## config.mk

```make
export PLATFORM = sky130hd
export DESIGN_NAME = icebreaker_7sd_mux
export DESIGN_NICKNAME = d
export VERILOG_FILES = /design/src/rtl/icebreaker_7sd_pkg.sv /design/src/rtl/icebreaker_7sd_decode.sv /design/src/rtl/icebreaker_7sd_mux.sv
export SDC_FILE = /design/constraint.sdc
export NUM_CORES = 1
export LEC_CHECK = 0
export CAP_MARGIN = 10
export CORE_MARGIN = 5
export CORE_UTILIZATION = 40
export CTS_CLUSTER_DIAMETER = 120
export DETAILED_ROUTE_END_ITERATION = 16
export GPL_ROUTABILITY_DRIVEN = 1
export SETUP_SLACK_MARGIN = 0.2
export SYNTH_ARGS = -nofsm -noshare
export SYNTH_HDL_FRONTEND = slang
export SYNTH_SLANG_ARGS = --single-unit
```

## constraint.sdc

```tcl
create_clock -name clk -period 8.09 [get_ports clk]
set_input_delay 1.618 -clock clk [delete_from_list [all_inputs] [get_ports clk]]
set_output_delay 1.618 -clock clk [all_outputs]
set_load 0.03 [all_outputs]
```

## src/rtl/icebreaker_7sd_pkg.sv

```systemverilog
// icebreaker_7sd_pkg: shared state encoding, blank pattern and hex-to-segment map.
package icebreaker_7sd_pkg;
  typedef enum logic [1:0] {ST_OFF, ST_BLANK, ST_LIT} state_t;
  localparam logic [6:0] SEG_BLANK = 7'h7F;
  localparam logic [6:0] HEX7_LUT [16] = '{
    7'b1000000, 7'b1111001, 7'b0100100, 7'b0110000,
    7'b0011001, 7'b0010010, 7'b0000010, 7'b1111000,
    7'b0000000, 7'b0010000, 7'b0001000, 7'b0000011,
    7'b1000110, 7'b0100001, 7'b0000110, 7'b0001110
  };
  function automatic logic [6:0] hex7(input logic [3:0] nib);
    return HEX7_LUT[nib];
  endfunction
endpackage

```

## src/rtl/icebreaker_7sd_decode.sv

```systemverilog
// icebreaker_7sd_decode: one digit slot to active-low segments, hex nibble or raw.
module icebreaker_7sd_decode
  import icebreaker_7sd_pkg::*;
(
  input  logic [6:0] i_slot,
  input  logic       i_hex,
  output logic [6:0] o_seg
);
  always_comb o_seg = i_hex ? hex7(i_slot[3:0]) : i_slot;
endmodule

```

## src/rtl/icebreaker_7sd_mux.sv

```systemverilog
// icebreaker_7sd_mux: multiplexed 7-segment driver with dead-time, PWM dimming and frame-synchronous shadow data.
module icebreaker_7sd_mux
  import icebreaker_7sd_pkg::*;
#(
  parameter int NDIGITS  = 2,
  parameter int PERIOD_W = 16,
  parameter int DEAD     = 64,
  parameter int BRIGHT_W = 3,
  parameter int SEL_W    = $clog2(NDIGITS)
) (
  input  logic                 clk,
  input  logic                 rst,
  input  logic                 en,
  input  logic                 hex_en,
  input  logic [NDIGITS*7-1:0] data,
  input  logic                 load,
  output logic                 load_ack,
  input  logic [BRIGHT_W-1:0]  bright,
  output logic [6:0]           disp,
  output logic [SEL_W-1:0]     sel,
  output logic                 frame
);
  localparam logic [PERIOD_W-1:0] DEAD_T = PERIOD_W'(DEAD);
  localparam logic [SEL_W-1:0]    LAST   = SEL_W'(NDIGITS - 1);
  state_t              r_state, w_state_nx;
  logic [PERIOD_W-1:0] r_timer, w_timer_nx;
  logic [6:0]          r_shadow [NDIGITS];
  logic                r_hex;
  logic                w_slot_end, w_boundary, w_swap, w_lit;
  logic [6:0]          w_seg;
  icebreaker_7sd_decode u_decode (.i_slot(r_shadow[sel]), .i_hex(r_hex), .o_seg(w_seg));
  always_comb begin
    w_slot_end = r_state != ST_OFF && r_timer == '1;
    w_boundary = w_slot_end && sel == LAST;
    w_swap     = load && (r_state == ST_OFF || (en && w_boundary));
    w_lit      = en && r_state == ST_LIT && r_timer[PERIOD_W-1 -: BRIGHT_W] < bright;
    w_timer_nx = (!en || r_state == ST_OFF) ? '0 : r_timer + 1'b1;
    // LIT covers every timer value at or past the dead-time, so a wrap lands in BLANK
    w_state_nx = !en ? ST_OFF : (w_timer_nx >= DEAD_T) ? ST_LIT : ST_BLANK;
  end
  always_ff @(posedge clk) begin
    if (rst) begin
      r_state  <= ST_OFF;
      r_timer  <= '0;
      sel      <= '0;
      frame    <= 1'b0;
      disp     <= SEG_BLANK;
      load_ack <= 1'b0;
      r_hex    <= 1'b0;
      for (int d = 0; d < NDIGITS; d++) r_shadow[d] <= '1;
    end else begin
      r_state  <= w_state_nx;
      r_timer  <= w_timer_nx;
      sel      <= (!en || r_state == ST_OFF) ? '0 : w_slot_end ? (sel == LAST ? '0 : sel + 1'b1) : sel;
      frame    <= en && (r_state == ST_OFF || w_boundary);
      disp     <= w_lit ? w_seg : SEG_BLANK;
      load_ack <= w_swap;
      if (w_swap) begin
        r_hex <= hex_en;
        for (int d = 0; d < NDIGITS; d++) r_shadow[d] <= data[7*d +: 7];
      end
    end
  end
endmodule

```

==> metrics.txt, run 1 <==
outcome complete, no violations; HPWL Detailed approximately 3100 microns; NetSw 0.0000953 W; Critical Path Fanout Max 20; period utilisation layout 38.5%; initial antenna violation count 0; final instance area approximately 2700 sq um; nets approximately 290; Cell Int Power 0.000343 W; Setup crit end kind flip-flop; terminus of the critical flop-to-flop path r_shadow[0][4]; Pins Over Slew Limit 0; async set-reset flop share out of synthesis 0%; fmax 321 MHz; io pins 32; Diodes inserted 0; fin cells 330; Top Family by Delay on Critical Path simple AND/OR/NAND/NOR gates; VDD IR-drop max between 80 and 90 uV; sequential element share of the synthesized area 46.0%; Final Skew just over 0.004 ns; Netlist cell types 49; synthesized flop and latch total 44; GRT Overall Usage around 13%; Pleak 0.925 nW; synthesized area 2220 sq um; Setup Fix Bufs, Post-CTS 0; Via Count approximately 1.7k; Worst-path clk slew 0.08 ns; Critical Path Start rst; root buffer cell clkbuf_8; H-Tree Depth 2; cts bufs inserted 5; critical path depth in cells 7; Final Hold Slack ~0.47 ns; P&R area growth vs syn 22.1%; fin worst setup slack between 4 and 5 ns; DP Worst Slack ~4.7 ns; Max stage delay on crit path around 0.40 ns; Min-Delay Startpoint r_timer[0]; Avg WL per Cell 12.9 microns; Avg Synthesized Cell Area 9.91 sq um; CTS tree yes; worst setup path endpoint disp[5]; Placed Area between 2000 and 3000 sq um; net count after synthesis ~260; clk buf depth 2; Power Density about 160 nW/um^2; CP startpoint kind primary input; GPL Wtd Cong between 0.8 and 0.9; combinational share of power 8.4%; Buffers on Ports 31; Worst R2R Setup Slack 5.35 ns; synth warn 0; Final Hold Vio Count 0; 1st-iter DRT viols 78; kind of critical path in -> reg; Slowest-stage cell, CP clkdlybuf4s50_1; R2R cell count 9; core area 5440 sq um; Arr. time, crit path roughly 3.3 ns; DP Cell Count 322; first-pass GRT wire length 7250 microns; synthesized instance count about 220; Via density 5.15; CP Data Required Time 8.25 ns; share of cells above drive strength 1 8.14%; Die Y 84.5 microns; sequential share of power 53.8%; FP Rows 27; antenna-violating nets left 0; vias in the first global route roughly 1.5k; ys flop type dfxtp_1; maximum capacitance violations 0; Detailed Route WL between 4000 and 5000 microns; DRC viols 0; final setup TNS 0 ns; total gr overflow 0; largest net degree at the start of global routing 21; switching part of the total a little over a fifth; clock sinks 44; crit path cell chain clkdlybuf4s50_1, buf_4, nor2b_1, nand3_1, a21oi_1, and2_1, o211ai_1; worst-margin pin slew about 1.1 ns; Initial Utilization ~41%; hold_buf cts 0; fin crit period about 3.1 ns; Die X 84.5 microns; RSZ-0062 raised after global routing false; Pre-Repair DR Iteration Count 4; Post-synth EDFFs 14; Worst Path Buf+Inv 2; Worst-Skew Late Latency roughly 0.29 ns; Worst R2R Start r_timer[0]; full die area ~7100 sq um; Max transition margin between 20% and 30%; final setup violation count 0; # resized after CTS 0; Clk pwr share between 30% and 40%; Hold Crit Class reg -> reg
## per-layer routing
metal	GRT usage (%)	up-vias	wire length, microns
met5	0	-	0
met4	4.32	0	71
met3	3.63	6	171
met2	18.3	29	1780
met1	17.8	785	2240
li1	-	880	-
## cell type report
class	count	area (sq um)
Tap cell	72	90.1
Clock inverter	3	42.5
Timing Repair Buffer	34	333
Multi-Input combinational cell	164	1130
Fill cell	509	2730
Inverter	8	30.0
Sequential cell	44	1020
Clock buffer	5	68.8
## synth_stat cells, drive strengths merged, types with 2 or more instances
library cell / n / area [sq um]
a211oi: 2 / 20.0
a21oi: 3 / 15.0
and2: 3 / 20.0
and3: 4 / 26.3
and4: 2 / 18.8
buf: 3 / 23.8
clkbuf: 5 / 18.8
dfxtp: 30 / 601
edfxtp: 14 / 420
ha: 10 / 125
inv: 8 / 30.0
mux2: 2 / 22.5
mux2i: 11 / 110
nand2: 13 / 48.8
nand2b: 2 / 12.5
nand3: 10 / 50.1
nand4: 9 / 71.3
nor2: 26 / 97.6
nor2b: 2 / 12.5
nor3: 3 / 15.0
nor4: 2 / 27.5
o211ai: 4 / 30.0
o21a: 2 / 15.0
o21ai: 12 / 60.1
o31ai: 2 / 15.0
or3: 14 / 87.6
or4: 2 / 15.0
xnor2: 9 / 78.8
xor2: 4 / 35.0
## per-stage QoR
step | util (%) | power [W]
floorplan | - | 0.000261
global placement | 47.8 | 0.000278
detailed placement | 47.8 | 0.000278
CTS | 49.9 | 0.000445
global route | 49.9 | 0.000458
finish | 49.9 | 0.000439
## worst min path at each step
stage	cells after the start	end	slack [ns]
after global placement	1	r_timer[0]	0.46
after CTS	1	r_timer[0]	0.48
after floorplan	1	r_timer[0]	0.44
final	1	r_timer[0]	0.47
after global routing	1	r_timer[0]	0.51
after detailed placement	1	r_timer[0]	0.46
## sequential cells by signal, summed over array words and instances, names as in the netlist, named ones only
name,cells
r_timer,16
disp,7
r_hex,1
sel,1
frame,1
r_shadow,14
r_state,2
load_ack,1
## worst register-to-register path, stage by stage, from the launching register on
cell	delay (ns)
dfxtp_1	0.39
ha_1	0.22
nand3_1	0.16
nor2_1	0.27
and4b_1	0.30
ha_1	0.20
and2_1	0.13
o21ai_0	0.07
buf_4	0.19
nand2b_1	0.46
## power by group through the flow
| stage | registers, W | clock network, W | logic (W) |
|---|---|---|---|
| global route | 0.000237 | 0.000180 | 0.0000412 |
| CTS | 0.000236 | 0.000172 | 0.0000371 |
| floorplan | 0.000241 | 0 | 0.0000198 |
| global placement | 0.000241 | 0 | 0.0000369 |
| finish | 0.000236 | 0.000166 | 0.0000367 |
| detailed placement | 0.000241 | 0 | 0.0000369 |
## cells by family (layout without fill, tap and decap cells)
group | Yosys count | count (layout) | share of synthesized area (%)
multiplexers | 13 | 13 | 5.97
buffers and inverters | 16 | 50 | 3.27
XOR/XNOR | 13 | 13 | 5.13
AND/OR/NAND/NOR | 95 | 95 | 23.8
AO/OA/AOI/OAI | 33 | 33 | 10.2
flip-flops | 44 | 44 | 46.0
adder cells (fa/ha/maj) | 10 | 10 | 5.63
## cell usage in the layout, fill, tap and decap left out, types with 5 or more instances in the layout
master | netlist | final
xnor2_1 | 9 | 9
nand3_1 | 10 | 10
nand4_1 | 8 | 8
dfxtp_1 | 30 | 30
or3_1 | 14 | 14
clkdlybuf4s50_1 | 0 | 31
edfxtp_1 | 14 | 14
mux2i_1 | 11 | 11
nor2_1 | 26 | 26
o21ai_0 | 10 | 10
inv_1 | 8 | 8
ha_1 | 10 | 10
nand2_1 | 13 | 13
clkbuf_8 | 0 | 5
Power figures use the tool's default switching activity.
==> inputs of run 2 (changes only) <==
clock period = 2.8 ns   (was 8.09 ns; I/O delays follow)
==> run 2 against run 1 <==
Sequential share of layout area shrank 0.052 points; routed wire length is 2.7% higher; critical path type is now reg -> reg; total power rose to 2.7 times the previous value; hold slack better by 0.011 ns; clock power grew 130%; sequential power rose to 2.9 times the previous value; cell count up 1.2%; sequential cell count unchanged; via count is 2.6% lower; count of clock-buffer cells in the layout stayed put; setup slack got worse by 4.6 ns; largest power group unchanged; global-route usage up 0.27 points.
==> metrics.txt, run 2 (synthesized netlist as in run 1, its figures left out) <==
vias in the first global route 1500 (-0.20%); Pleak 0.936 nW (+1.2%); Initial Utilization 40.8% (unchanged); FP Rows 27 (unchanged); Max transition margin 65.8% (+44 points); Biggest register r_timer; CTS tree yes; clk buf depth 2 (unchanged); Arr. time, crit path 2.42 ns (-0.85 ns); CP Data Required Time 2.80 ns (-5.45 ns); crit path cell chain ha_1, nand3_1, nor2_2, and4b_1, ha_1, and2_1, o21ai_0, buf_4, nand2b_1, buf_4; Pins Over Slew Limit 0 (unchanged); Via Count 1656 (-2.6%); nets 293 (+1.4%); GPL Wtd Cong 0.835 (+2.5%); final setup violation count 0 (unchanged); full die area 7140 sq um (unchanged); 1st-iter DRT viols 82 (+5.1%); maximum capacitance violations 0 (unchanged); number of flip-flops in the largest register 16 (unchanged); share of cells above drive strength 1 9.54% (+1.4 points); initial antenna violation count 0 (unchanged); Critical Path Fanout Max 17 (-15%); fmax 413 MHz; HPWL Detailed 3280 microns (+5.2%); commonest cells after routing, fill and taps aside clkdlybuf4s50_1, dfxtp_1, nor2_1; CP startpoint kind flip-flop; RSZ-0062 raised after global routing false; kind of critical path reg -> reg; Die Y 84.5 microns (unchanged); VDD IR-drop max 236 uV (+160%); antenna-violating nets left 0 (unchanged); Diodes inserted 0 (unchanged); cts bufs inserted 5 (unchanged); FILL cells 526 (+3.3%); core area 5440 sq um (unchanged); Slowest-stage cell, CP dfxtp_1; final setup TNS 0 ns (unchanged); Worst-path clk slew 0.08 ns (about the same); io pins 32 (unchanged); Final Hold Vio Count 0 (unchanged); first-pass GRT wire length 7370 microns (+1.6%); Hold Crit Class reg -> reg; H-Tree Depth 2 (unchanged); Buffers on Ports 31 (unchanged); Via density 4.96 (-3.8%); Pre-Repair DR Iteration Count 5 (+1); Avg WL per Cell 13.1 microns (+1.5%); fin crit period about 2.4 ns; Detailed Route WL 4380 microns (+2.7%); worst-margin pin slew 0.499 ns (-0.645 ns); Worst-Skew Late Latency 0.29 ns (about the same); period utilisation layout between 80% and 90%; largest net degree at the start of global routing 20 (-4.8%); P&R area growth vs syn 22.3%; total gr overflow 0 (unchanged); Final Skew 0.00226 ns (-0.00184 ns); Max stage delay on crit path 0.40 ns (about the same); Final Hold Slack 0.484 ns (+0.0105 ns); Setup crit end kind flip-flop; GRT Overall Usage 12.8% (+0.27 points); commonest non-fill, non-tap cell in the layout clkdlybuf4s50_1; outcome complete, no violations; DRC viols 0 (unchanged); Power Density 432 nW/um^2 (+170%); Die X 84.5 microns (unchanged); root buffer cell clkbuf_8; clock sinks 44 (unchanged); largest registers r_timer (16), r_shadow (14), disp (7)
## run 2: where the power goes
part / total, W / internal, W / leakage, nW / switching [W]
Clock: 0.000380 / 0.000170 / 0.0453 / 0.000211
Combinational: 0.000111 / 0.0000577 / 0.527 / 0.0000529
Sequential: 0.000682 / 0.000674 / 0.364 / 0.00000795
Total: 0.00117 / 0.000901 / 0.936 / 0.000272
## run 2: final timing paths
path              cells after the start  slack [ns]        endpoint  startpoint
setup reg to reg                     10        0.38  r_shadow[1][2]  r_timer[0]
setup / recovery                     10        0.38  r_shadow[1][2]  r_timer[0]
hold / removal                        1        0.48      r_timer[0]  r_timer[0]
hold reg to reg                       1        0.48      r_timer[0]  r_timer[0]
## run 2: critical path: cells and delay by family, from the launching register on
kind	cells	cell delay, ns
simple gates	5	0.87
flops	1	0.40
fa+ha+maj	2	0.40
buf+inv	2	0.40
compound gates	1	0.07
## run 2: layer usage
layer	global-route usage, %	up-vias	part of all wire [%]
met4	3.74	0	1.3
met5	0	-	0
met2	19.4	30	43
met3	3.53	6	4.7
li1	-	887	-
met1	17.9	733	51
## run 2: timing repair
| action | 4_1_cts | 5_1_grt |
|---|---|---|
| resized for setup | 0 | 1 |
| hold buffers | 0 | 0 |
| endpoints found under the setup margin | 0 | 28 |
| buffers inserted | 0 | 0 |
## run 2: cell type report
| class | count | area [sq um] | area share [%] |
|---|---|---|---|
| well taps | 72 | 90.1 | 3.32 |
| inverters | 8 | 30.0 | 1.11 |
| clock inverters | 3 | 13.8 | 0.507 |
| repair buffers | 38 | 363 | 13.4 |
| flip-flops and latches | 44 | 1020 | 37.6 |
| multi-input cells | 164 | 1130 | 41.6 |
| clock buffers | 5 | 68.8 | 2.53 |
## run 2: stage by stage
| stage | total power (W) | setup WS (ns) | std cells | utilization (%) | area (sq um) |
|---|---|---|---|---|---|
| 6_report | 0.00117 | 0.379 | 334 | 49.9 | 2720 |
| 5_1_grt | 0.00122 | 0.203 | 334 | 49.9 | 2720 |
| 4_1_cts | 0.00119 | 0.306 | 334 | 49.9 | 2710 |
| 3_5_place_dp | 0.000808 | 0.339 | 326 | 48.4 | 2630 |
| 3_3_place_gp | 0.000808 | 0.458 | 326 | 48.4 | 2630 |
| 2_1_floorplan | 0.000754 | 0.221 | 224 | - | 2220 |
